## config.mk

```make
export PLATFORM = sky130hd
export DESIGN_NAME = lcd_ctrl
export DESIGN_NICKNAME = d
export VERILOG_FILES = /design/src/rtl/lcd_ctrl.sv
export SDC_FILE = /design/constraint.sdc
export NUM_CORES = 1
export LEC_CHECK = 0
export CORE_MARGIN = 4
export CORE_UTILIZATION = 25
export CTS_BUF_LIST = sky130_fd_sc_hd__clkbuf_4 sky130_fd_sc_hd__clkbuf_8
export DETAILED_ROUTE_END_ITERATION = 7
export PLACE_DENSITY_LB_ADDON = 0.08
export SLEW_MARGIN = 20
export SYNTH_ARGS = -nofsm -noshare
export SYNTH_HDL_FRONTEND = slang
export SYNTH_SLANG_ARGS = --single-unit
```

## constraint.sdc

```tcl
create_clock -name i_clk -period 4.4 [get_ports i_clk]
set_input_delay 0.44 -clock i_clk [delete_from_list [all_inputs] [get_ports i_clk]]
set_output_delay 0.44 -clock i_clk [all_outputs]
set_load 0.01 [all_outputs]
```

## src/rtl/lcd_ctrl.sv

```systemverilog
// Write-only HD44780-style LCD bus controller: converts each STB rising edge in the
// core's LCD register into one timed setup / EN pulse / hold / execution-wait transaction.
module lcd_ctrl #(
    parameter int T_SETUP     = 2,
    parameter int T_PULSE     = 12,
    parameter int T_HOLD      = 2,
    parameter int T_EXEC      = 2000,
    parameter int T_EXEC_LONG = 80000
) (
    input  logic        i_clk,
    input  logic        i_reset,
    input  logic [31:0] i_lcd_reg,
    output logic        o_lcd_on,
    output logic        o_lcd_en,
    output logic        o_lcd_rs,
    output logic        o_lcd_rw,
    output logic [7:0]  o_lcd_data,
    output logic        o_busy,
    output logic        o_drop
);

    localparam int CW = $clog2(T_EXEC_LONG + 1);
    localparam logic [CW-1:0] LD_SETUP = CW'(T_SETUP - 1);
    localparam logic [CW-1:0] LD_PULSE = CW'(T_PULSE - 1);
    localparam logic [CW-1:0] LD_HOLD  = CW'(T_HOLD - 1);
    localparam logic [CW-1:0] LD_EXEC  = CW'(T_EXEC - 1);
    localparam logic [CW-1:0] LD_LONG  = CW'(T_EXEC_LONG - 1);
    localparam logic [CW-1:0] CNT_ZERO = {CW{1'b0}};
    localparam logic [CW-1:0] CNT_ONE  = {{(CW-1){1'b0}}, 1'b1};

    typedef enum logic [2:0] {
        S_IDLE  = 3'd0,
        S_SETUP = 3'd1,
        S_PULSE = 3'd2,
        S_HOLD  = 3'd3,
        S_EXEC  = 3'd4
    } state_t;

    state_t          state_r, state_s;
    logic [CW-1:0]   cnt_r, cnt_s;
    logic            stb_q;
    logic            long_r, long_s;
    logic            rs_r, rs_s;
    logic [7:0]      data_r, data_s;
    logic            en_r, busy_r, drop_r, on_r;
    logic            drop_s;
    logic            req_s;
    logic            cnt_done_s;
    logic            unused_s;

    assign req_s      = i_lcd_reg[10] & ~stb_q;
    assign cnt_done_s = (cnt_r == CNT_ZERO);
    assign unused_s   = ^{i_lcd_reg[30:11], i_lcd_reg[8]};

    // Next-state, counter and latched-field logic for the bus transaction FSM.
    always_comb begin
        state_s = state_r;
        cnt_s   = cnt_r;
        long_s  = long_r;
        rs_s    = rs_r;
        data_s  = data_r;
        drop_s  = 1'b0;
        case (state_r)
            S_IDLE: begin
                if (req_s) begin
                    rs_s    = i_lcd_reg[9];
                    data_s  = i_lcd_reg[7:0];
                    // Clear (0x01) and home (0x02/0x03) need the long execution wait
                    long_s  = ~i_lcd_reg[9] & (i_lcd_reg[7:2] == 6'd0) & (i_lcd_reg[7:0] != 8'd0);
                    cnt_s   = LD_SETUP;
                    state_s = S_SETUP;
                end else begin
                    cnt_s   = CNT_ZERO;
                end
            end
            S_SETUP: begin
                if (cnt_done_s) begin
                    cnt_s   = LD_PULSE;
                    state_s = S_PULSE;
                end else begin
                    cnt_s   = cnt_r - CNT_ONE;
                end
            end
            S_PULSE: begin
                if (cnt_done_s) begin
                    cnt_s   = LD_HOLD;
                    state_s = S_HOLD;
                end else begin
                    cnt_s   = cnt_r - CNT_ONE;
                end
            end
            S_HOLD: begin
                if (cnt_done_s) begin
                    cnt_s   = long_r ? LD_LONG : LD_EXEC;
                    state_s = S_EXEC;
                end else begin
                    cnt_s   = cnt_r - CNT_ONE;
                end
            end
            S_EXEC: begin
                if (cnt_done_s) begin
                    state_s = S_IDLE;
                end else begin
                    cnt_s   = cnt_r - CNT_ONE;
                end
            end
            default: begin
                state_s = S_IDLE;
                cnt_s   = CNT_ZERO;
            end
        endcase
        // A request is only honoured in IDLE; anything else is reported and discarded
        if (req_s && (state_r != S_IDLE)) begin
            drop_s = 1'b1;
        end else begin
            drop_s = 1'b0;
        end
    end

    // State, counter and registered pin outputs; outputs are derived from next state.
    always_ff @(posedge i_clk or negedge i_reset) begin
        if (!i_reset) begin
            state_r <= S_IDLE;
            cnt_r   <= CNT_ZERO;
            stb_q   <= 1'b0;
            long_r  <= 1'b0;
            rs_r    <= 1'b0;
            data_r  <= 8'h00;
            en_r    <= 1'b0;
            busy_r  <= 1'b0;
            drop_r  <= 1'b0;
            on_r    <= 1'b0;
        end else begin
            state_r <= state_s;
            cnt_r   <= cnt_s;
            stb_q   <= i_lcd_reg[10];
            long_r  <= long_s;
            rs_r    <= rs_s;
            data_r  <= data_s;
            en_r    <= (state_s == S_PULSE);
            busy_r  <= (state_s != S_IDLE);
            drop_r  <= drop_s;
            on_r    <= i_lcd_reg[31];
        end
    end

    assign o_lcd_on   = on_r;
    assign o_lcd_en   = en_r;
    assign o_lcd_rs   = rs_r;
    assign o_lcd_rw   = 1'b0;
    assign o_lcd_data = data_r;
    assign o_busy     = busy_r;
    assign o_drop     = drop_r;

endmodule

```

* After elaboration in Yosys (flattened, before gate mapping)
Cells that the tools add are included.
Word-level totals: word-level logic and storage cells 44, bits in read-only memories 0, RAM bits 0, output and inout port bits 14, register bits after elaboration 35, input port bits 34, bits in latches 0, memories 0
Cells by class: add/sub/neg operators 1, shifts and indexed selects 0, bitwise gates (word level) 5, $lt $le $gt $ge 0, multiply operators 0, multiplexer cells 14, div/mod/pow operators 0, eq/ne operators 6, reductions and logical operators 8
Operators with widths (number):
- two-way mux 17 bit | 5
- one-hot mux 17 bit (5 select lines) | 1
- logical NOT 17 bit | 1
- subtractor 17 x 1 -> 17 bit, second input constant | 1
- two-way mux 3 bit | 5
- one-hot mux 3 bit (5 select lines) | 1
- == test 3 x 2 -> 1 bit, second input constant | 3
- nonzero test 8 bit | 1
- logical NOT 6 bit | 1
- nonzero test 3 bit | 2
- bitwise AND 1 bit | 3
- == test 3 x 1 -> 1 bit, second input constant | 1
- == test 3 bit, second input constant | 1
- logical NOT 3 bit | 1
- two-way mux 1 bit | 2
- inequality test 2 bit, second input constant | 1
- NOT 1 bit | 2
- AND reduction 2 bit | 1
- logical AND 1 bit | 1

* Logic depth before layout (Yosys ltp)
depth in word-level cells 5, depth in mapped cells 9, depth with buffers taken out 7

* Worst setup path after synthesis
OpenSTA, ideal clock, no wires.
path kind register to register, start point reg cnt_r[0], end point reg cnt_r[13], data required time 4.317 ns, cell stages (with the launch flop) 9, library setup time 0.083 ns, clock period less this slack 2.428 ns, arrival 2.345 ns, setup slack 1.972 ns, buffers on the path 2, path through dfrtp_1 > inv_1 > ha_1 > or4b_4 > or4_4 > buf_6 > or3_1 > buf_2 > a31oi_1
On the way: word-level cells in the longest chain between the ends 3, elaborated cells between the ends (all ways) 8, those cells by class add/sub (1); eq/ne (1); mux (5); reduce/logical (1)
Ends and longest elaborated chain:
- start, declared | RTL line 40 | logic [CW-1:0] cnt_r, cnt_s;
- start signal, assigned | RTL line 135 | cnt_r <= cnt_s;
- subtractor 17 x 1 -> 17 bit or logical NOT 17 bit (tied branches)
- two-way mux 17 bit, on equally long branches
- one-hot mux 17 bit (5 select lines) | RTL line 63 | case (state_r)
Several ways; a longest one is shown, not always the timed one. The select of a mux whose other input is x is not followed. A chain may end at the register's enable or synchronous reset.

* Final worst setup path
Same ends and word-level chain as after synthesis.

==> run_results.csv <==
group,metric,value,unit
setup_path,critPathMaxFanout,16,
drt,drc,0,
die,die_w,92.6,um
power,sw_frac_of_total,0.190,
die,initial_core_util,0.260,
power,ir_drop,0.137,mV
power,p_per_area,306,nW/um^2
drt,via_per_inst,4.90,
setup_path,r2r-end,"cnt_r[13]",
min_path,hold_class,"reg -> reg",
drt,via_count,1475,
synthesis,synthDistinctLibCells,43,
finish,diodes,0,
sta,rsz0062_at_grt,"false",
finish,stdcell_count,301,
setup_path,arrival,2890,ps
clocking,clk_pin_slew,80,ps
drt,first_iter_violations,45,
sta,clock_skew,4.41,ps
grt,antenna_found_initial,0,
clocking,cts_buffers,5,
power,clock_power_share,0.501,
sta,max_freq,372,MHz
finish,final_cell_mix,"dfrtp_1 (35), clkdlybuf4s50_1 (25), nand2_1 (16), o21ai_0 (16), a21oi_1 (13)",
run,max_cap_violations,0,
setup_path,required,4600,ps
grt,track_usage,0.112,
clocking,clockRootBuffer,"clkbuf_8",
power,p_int,561,uW
sta,tightestPinTransition,776,ps
setup_path,rrSetupSlack,1710,ps
synthesis,ys.flop_type,"dfrtp_1",
setup_path,r2r_cells,6,
die,dieArea,8570,um^2
clocking,cts_sinks,35,
sta,timing.final.crit_share,0.611,
placement,dp.cells,293,
sta,slew_headroom,0.479,
grt,grt_max_degree,36,
sta,setup_viol,0,
clocking,clock_latency,280,ps
setup_path,worstSetupEndpoint,"cnt_r[13]",
clocking,cts_setup_buffers,0,
power,switchingPower,132,uW
power,comb_power_share,0.033,
sta,tns,0,ps
finish,drive_gt1_frac,0.127,
die,ios,48,
sta,hold_violations,0,
clocking,cts_resized,0,
sta,period_needed,2690,ps
finish,stdcell_area,2260,um^2
setup_path,critPathCaptureType,"flip-flop",
setup_path,timing.rr.start,"cnt_r[0]",
setup_path,start_kind,"flip-flop",
synthesis,yosys_warnings,0,
finish,synthToLayoutAreaGrowth,26.6,%
grt,grt-ovfl-total,0,
drt,ant_nets,0,
clocking,cts_max_level,2,
placement,routabilityCongestion,0.825,
grt,grt_pass1_vias,1534,
die,core_area,6870,um^2
die,std_cell_rows,30,
clocking,tritoncts,"built",
sta,whs,427,ps
power,p_leak,0.861,nW
placement,place_hpwl,3.18,mm
synthesis,synth-edff-count,0,
synthesis,syn_nets,215,
sta,drv_slew,0,
synthesis,postSynth.asyncResetShare,1.00,
synthesis,synth_cells,179,
synthesis,syn_area_per_cell,10.0,um^2
power,pwr-share-seq,0.467,
synthesis,netlist_area,1790,um^2
synthesis,yosysSeqAreaShare,0.490,
setup_path,cp-startpoint,"cnt_r[0]",
finish,final_common_cell,"dfrtp_1",
grt,grt_pass1_wl,7.58,mm
clocking,cts_buffer_depth,2,
setup_path,worst-setup-path-type,"reg -> reg",
finish,nets,240,
die,die_h,92.6,um
power,power,693,uW
finish,n_fill_cell,716,
placement,portBuffers,25,
clocking,holdBufCountCts,0,
drt,wl_per_cell,14.6,um
placement,placed_cell_area,2130,um^2
drt,drtPass1Iterations,4,
min_path,min_from,"stb_q",
synthesis,ys_ff_latch,35,
status,status,"completed",
drt,drt-total-wl,4.38,mm
[layout make-up]
class                           count  area (um^2)  area share
Inverter                            3         11.3     0.00497
Tap cell                           96          120      0.0530
Clock buffer                        5         68.8      0.0304
Sequential cell                    35          876       0.387
Multi-Input combinational cell    132          856       0.378
Clock inverter                      3         67.6      0.0298
Timing Repair Buffer               27          265       0.117
[power by group through the flow]
stage	clock network (mW)	registers (mW)	logic, mW
after floorplan	0	0.330	0.00200
after global placement	0	0.330	0.0231
after detailed placement	0	0.330	0.0236
after CTS	0.359	0.323	0.0236
after global routing	0.373	0.323	0.0253
final	0.347	0.323	0.0226
[logic make-up (layout without fill, tap and decap cells)]
group,count (synthesis),after routing,share of synthesized area
flops,35,35,0.490
xor+xnor,6,6,0.0294
simple gates,67,67,0.217
fa+ha+maj,2,2,0.0140
mux,9,9,0.0566
buf+inv,12,38,0.0322
compound gates,47,47,0.159
other cells,1,1,0.00210
[stage by stage]
step | util | setup WS (ps)
after global placement | 0.310 | 1740
final | 0.330 | 1710
after global routing | 0.330 | 1570
after floorplan | - | 1970
after detailed placement | 0.310 | 1700
after CTS | 0.330 | 1700
[cells in the mapped netlist, drive strengths merged (2+ instances only)]
master  number  share of area
a21oi       13          0.036
a31oi        3          0.010
buf          3          0.013
clkbuf       6          0.013
dfrtp       35           0.49
ha           2          0.014
inv          3         0.0063
mux2         9          0.057
nand2       16          0.034
nand3b       2         0.0084
nor2        12          0.025
nor2b        2         0.0070
nor3         6          0.017
nor3b        5          0.021
nor4         6          0.024
o211ai       5          0.021
o21ai       16          0.045
o311ai       2         0.0098
or3          3          0.010
or4          7          0.034
or4b         2          0.013
xnor2        3          0.015
xor2         3          0.015
[how the worst min path moves through the flow]
| stage | endpoint | slack (ps) | cells after the start |
|---|---|---|---|
| 3_5_place_dp | o_drop | 420 | 1 |
| 4_1_cts | o_drop | 430 | 1 |
| 2_1_floorplan | cnt_r[0] | 140 | 0 |
| 3_3_place_gp | o_drop | 410 | 1 |
| 5_1_grt | o_drop | 450 | 1 |
| 6_report | o_drop | 430 | 1 |
[flip-flops by register name, summed over array words and instances, names as in the netlist]
| register | flops |
|---|---|
| state_r | 3 |
| long_r | 1 |
| stb_q | 1 |
| o_lcd_rs | 1 |
| o_drop | 1 |
| o_lcd_on | 1 |
| cnt_r | 17 |
| o_lcd_en | 1 |
| o_busy | 1 |
| o_lcd_data | 8 |
[routing by layer]
metal / part of all wire / GRT usage
met5: 0 / 0
met4: 0.014 / 0.0408
met3: 0.065 / 0.0317
met2: 0.48 / 0.183
met1: 0.44 / 0.140
[critical path, cell delays in order, from the launching register on]
cell and delay [ps]:
dfrtp_1 440, inv_1 100, ha_1 160, or4b_4 490, or4_4 660, or3_1 540
a31oi_1 200
(Power assumes the default switching activity.)
